==> src/rtl/demux_rr_scheduler.sv <==
// Round-robin scheduler for a 1-to-8 demux: one-entry holding register that
// steers each accepted word to the next enabled channel with per-channel valid/ready.
module demux_rr_scheduler #(
  parameter int DATA_W = 8,
  parameter int CNT_W  = 16
) (
  input  logic              clk,
  input  logic              rst_n,
  input  logic [DATA_W-1:0] in_data,
  input  logic              in_valid,
  output logic              in_ready,
  input  logic [7:0]        ch_en,
  output logic [DATA_W-1:0] out_data,
  output logic [7:0]        out_valid,
  input  logic [7:0]        out_ready,
  output logic [2:0]        sel,
  output logic [2:0]        ptr,
  output logic [CNT_W-1:0]  sent_cnt
);

  typedef enum logic {EMPTY = 1'b0, FULL = 1'b1} state_t;

  state_t            r_state;
  logic [DATA_W-1:0] r_data;
  logic [7:0]        r_out_valid;
  logic [2:0]        r_sel;
  logic [2:0]        r_ptr;
  logic [CNT_W-1:0]  r_cnt;

  logic       w_done;
  logic       w_accept;
  logic [2:0] w_start;
  logic [2:0] w_idx;
  logic [2:0] w_tgt;
  logic       w_hit;

  assign w_done   = (r_state == FULL) && out_ready[r_sel];
  assign in_ready = (ch_en != 8'd0) && ((r_state == EMPTY) || w_done);
  assign w_accept = in_valid && in_ready;

  // An accept while FULL implies done, so the search continues past the held target.
  assign w_start  = (r_state == FULL) ? (r_sel + 3'd1) : r_ptr;

  always_comb begin
    w_tgt = w_start;
    w_hit = 1'b0;
    w_idx = 3'd0;
    for (int i = 0; i < 8; i++) begin
      w_idx = w_start + 3'(i);
      if (!w_hit && ch_en[w_idx]) begin
        w_tgt = w_idx;
        w_hit = 1'b1;
      end
    end
  end

  always_ff @(posedge clk or negedge rst_n) begin
    if (!rst_n) begin
      r_state     <= EMPTY;
      r_data      <= '0;
      r_out_valid <= 8'd0;
      r_sel       <= 3'd0;
      r_ptr       <= 3'd0;
      r_cnt       <= '0;
    end else begin
      if (w_done) begin
        r_ptr <= r_sel + 3'd1;
        r_cnt <= r_cnt + 1'b1;
      end
      if (w_accept) begin
        r_state     <= FULL;
        r_data      <= in_data;
        r_sel       <= w_tgt;
        r_out_valid <= 8'd1 << w_tgt;
      end else if (w_done) begin
        r_state     <= EMPTY;
        r_out_valid <= 8'd0;
      end
    end
  end

  assign out_data  = r_data;
  assign out_valid = r_out_valid;
  assign sel       = r_sel;
  assign ptr       = r_ptr;
  assign sent_cnt  = r_cnt;

endmodule
==> config.mk <==
export PLATFORM = sky130hd
export DESIGN_NAME = demux_rr_scheduler
export DESIGN_NICKNAME = d
export VERILOG_FILES = /design/src/rtl/demux_rr_scheduler.sv
export SDC_FILE = /design/constraint.sdc
export NUM_CORES = 1
export LEC_CHECK = 0
export ABC_AREA = 0
export CORE_ASPECT_RATIO = 0.7
export CORE_MARGIN = 2
export CORE_UTILIZATION = 40
export CTS_CLUSTER_DIAMETER = 200
export CTS_CLUSTER_SIZE = 25
export DETAILED_ROUTE_END_ITERATION = 6
export GPL_TIMING_DRIVEN = 0
export PLACE_DENSITY = 0.76
export SYNTH_ARGS = -nofsm -noshare
export SYNTH_HDL_FRONTEND = slang
export SYNTH_SLANG_ARGS = --single-unit
==> constraint.sdc <==
create_clock -name clk -period 11.18 [get_ports clk]
set_input_delay 2.236 -clock clk [delete_from_list [all_inputs] [get_ports clk]]
set_output_delay 2.236 -clock clk [all_outputs]
set_load 0.03 [all_outputs]
==> results of run 1 <==
-- cell usage after synthesis, types with 2 or more instances --
cell type / count / area, um2
xnor2_1: 10 / 87.6
o211a_1: 2 / 20.0
nand2_1: 25 / 93.8
a31oi_1: 3 / 18.8
clkbuf_1: 3 / 11.3
mux2_2: 16 / 180
buf_6: 2 / 22.5
inv_1: 8 / 30.0
mux4_2: 2 / 45.0
nand3_1: 18 / 90.1
and3_1: 3 / 18.8
ha_1: 4 / 50.1
a21oi_1: 10 / 50.1
a211oi_4: 2 / 40.0
o21ai_0: 15 / 75.1
mux2_4: 3 / 45.0
nor2_1: 18 / 67.6
and2_1: 5 / 31.3
or2_2: 2 / 12.5
or3_1: 2 / 12.5
mux2i_1: 25 / 250
and4_1: 2 / 17.5
nand2b_1: 3 / 18.8
nor2b_1: 4 / 25.0
o21a_1: 2 / 15.0
xnor2_2: 2 / 32.5
dfrtp_1: 39 / 976
nand3b_1: 2 / 15.0
nor3_1: 6 / 30.0
xor2_1: 7 / 61.3
o31ai_1: 4 / 30.0
a32o_1: 4 / 40.0
a22oi_1: 3 / 22.5
-- state kept, by name (all words and copies together) (netlist names) --
name,count
out_data,8
sel,3
r_state,1
sent_cnt,16
ptr,3
out_valid,8
-- worst max path at each step --
stage	startpoint	to	slack [ns]	cells past startpoint
5_1_grt	out_ready[6]	in_ready	4.73	5
3_5_place_dp	out_ready[6]	in_ready	4.77	5
2_1_floorplan	out_ready[7]	in_ready	5.81	3
4_1_cts	out_ready[6]	in_ready	4.77	5
3_3_place_gp	out_ready[7]	in_ready	4.77	5
6_report	out_ready[7]	in_ready	4.78	5
-- final cells by class --
class / count / area [um2]
buffer: 8 / 66.3
clock buffer: 6 / 82.6
clock inverter: 2 / 35.0
fill: 581 / 3110
inverter: 9 / 33.8
multi-input combinational: 231 / 1790
sequential: 39 / 976
tap: 94 / 118
timing repair buffer: 65 / 646
-- stage by stage --
step,area [um2],worst slack [ns]
6_report,3740,4.78
5_1_grt,3740,4.73
4_1_cts,3740,4.77
3_5_place_dp,3630,4.77
3_3_place_gp,3630,4.77
2_1_floorplan,2860,5.81
-- critical path: stages --
cell and delay [ns]:
clkdlybuf4s50_1 0.39, mux4_2 0.46, mux2i_1 0.30, a21oi_1 0.17, clkdlybuf4s50_1 0.61
-- cell families after synthesis --
kind of cell / after synthesis / synth area share, %
buf+inv: 17 / 3.50
simple gates: 98 / 17.6
flops: 39 / 34.1
xor+xnor: 20 / 7.30
fa+ha+maj: 4 / 1.75
mux: 47 / 19.0
compound gates: 62 / 16.8
-- metal layers --
| metal | wire length, um | up-vias | track usage, % |
|---|---|---|---|
| li1 | - | 1201 | - |
| met1 | 3640 | 1243 | 28.3 |
| met2 | 3170 | 99 | 28.7 |
| met3 | 431 | 12 | 3.72 |
| met4 | 114 | 0 | 6.37 |
| met5 | 0 | - | 0 |
==> out/results.tsv, run 1 <==
metric	value	unit
Unique masters post-synth	64	
crit path capture type	output pin	
Worst-Margin Slew	0.857	ns
#FFs+latches synth	39	
post-route ant nets	0	
Net Count, Synth	318	
antenna diode count	0	
first-pass GRT wire length	11900	um
Non-Filler Instances	454	
post-layout minimum cycle time	6.40	ns
Post-synth EDFFs	0	
GRT Residual Overflow	0	
worst hold endpoint	sent_cnt[15]	
outcome	finished, final reports clean	
hold violation total from the final report	0	
Avg Cell Area, Syn	9.97	um2
CTS tree	done	
starting DRC count in detailed routing	132	
Slew HR	42.8	%
CP Launch Type	primary input	
Slew Viols, Final	0	
Placer Congestion	0.905	
Post-CTS Resized	0	
WL per Instance	16.2	um
Initial Utilization	41.8	%
Max-Cap Viols	0	
port buffer count	65	
Max FO, Critical Path	3	
Worst Hold Depth	1	
ys async rst share	100	%
Worst Hold Launch	sent_cnt[15]	
post-DP HPWL	5730	um
layout cell share with drive strength beyond 1	15.8	%
die footprint	7860	um2
Cells after DPL	446	
total wire length	7360	um
Die W	105	um
Final setup viols	0	
setup_tns	0	ns
largest net degree at the start of global routing	40	
r2r endpoint	out_valid[0]	
post-synthesis sequential area ratio	34.1	%
clk buf depth	2	
Setup CP Type	in -> out	
area delta synth->final	30.8	%
vias per inst	5.63	
post-CTS setup buffers	0	
fmax	156	MHz
FF-to-FF setup slack	7.01	ns
RSZ-0062 raised after global routing	no	
Die Y	74.8	um
Root Driver	clkbuf_8	
Top FF cell, synth	dfrtp_1	
hold buffers post-CTS	0	
worst hold path class	reg -> reg	
cells on worst reg2reg path	13	
vias in the first global route	2388	
clock slew at reported path FFs	0.08	ns
most common cell after layout, fill and taps aside	clkdlybuf4s50_1	
yosys warns	0	
Mapped Area	2860	um2
Ports	66	
htree depth	2	
initial antenna violation count	0	
cts bufs inserted	5	
Tcrit/Tclk final	57.3	%
WHS	0.476	ns
# DRC	0	
CP required	8.94	ns
Skew-Pair Late Insertion Delay	0.30	ns
Vias	2555	
Total GRT Usage	19.2	%
Placement Rows	25	
total iterations of the first detailed-routing run	5	
Worst Skew	0.00840	ns
# clock sinks	39	
FF-to-FF Start	sel[0]	
Cells after Synth	287	
data arrival time of the worst path	4.17	ns
core area	6850	um2
commonest non-fill, non-tap cells in the layout	clkdlybuf4s50_1 (64), dfrtp_1 (39), mux2i_1 (25), nand2_1 (25)	
nets@finish	390	
final core occ	54.6	%
Power of run 1 is not shown: default switching activity piles up to over one toggle a cycle in this logic, so the estimate is an artifact.
==> run 2: changes to the inputs <==
==> constraint.sdc (replaced) <==
create_clock -name clk -period 6.5 [get_ports clk]
set_input_delay 1.3 -clock clk [delete_from_list [all_inputs] [get_ports clk]]
set_output_delay 1.3 -clock clk [all_outputs]
set_load 0.03 [all_outputs]
==> results of run 2 <==
Same layout as run 1 (identical final DEF). Status: finished, final reports clean.
Main changes from that run: setup slack after placement 4.77 ns -> 1.97 ns; setup slack after layout 4.78 ns -> 1.97 ns; register-to-register setup slack 7.01 ns -> 2.33 ns
Power of run 2 is left out for the same reason.
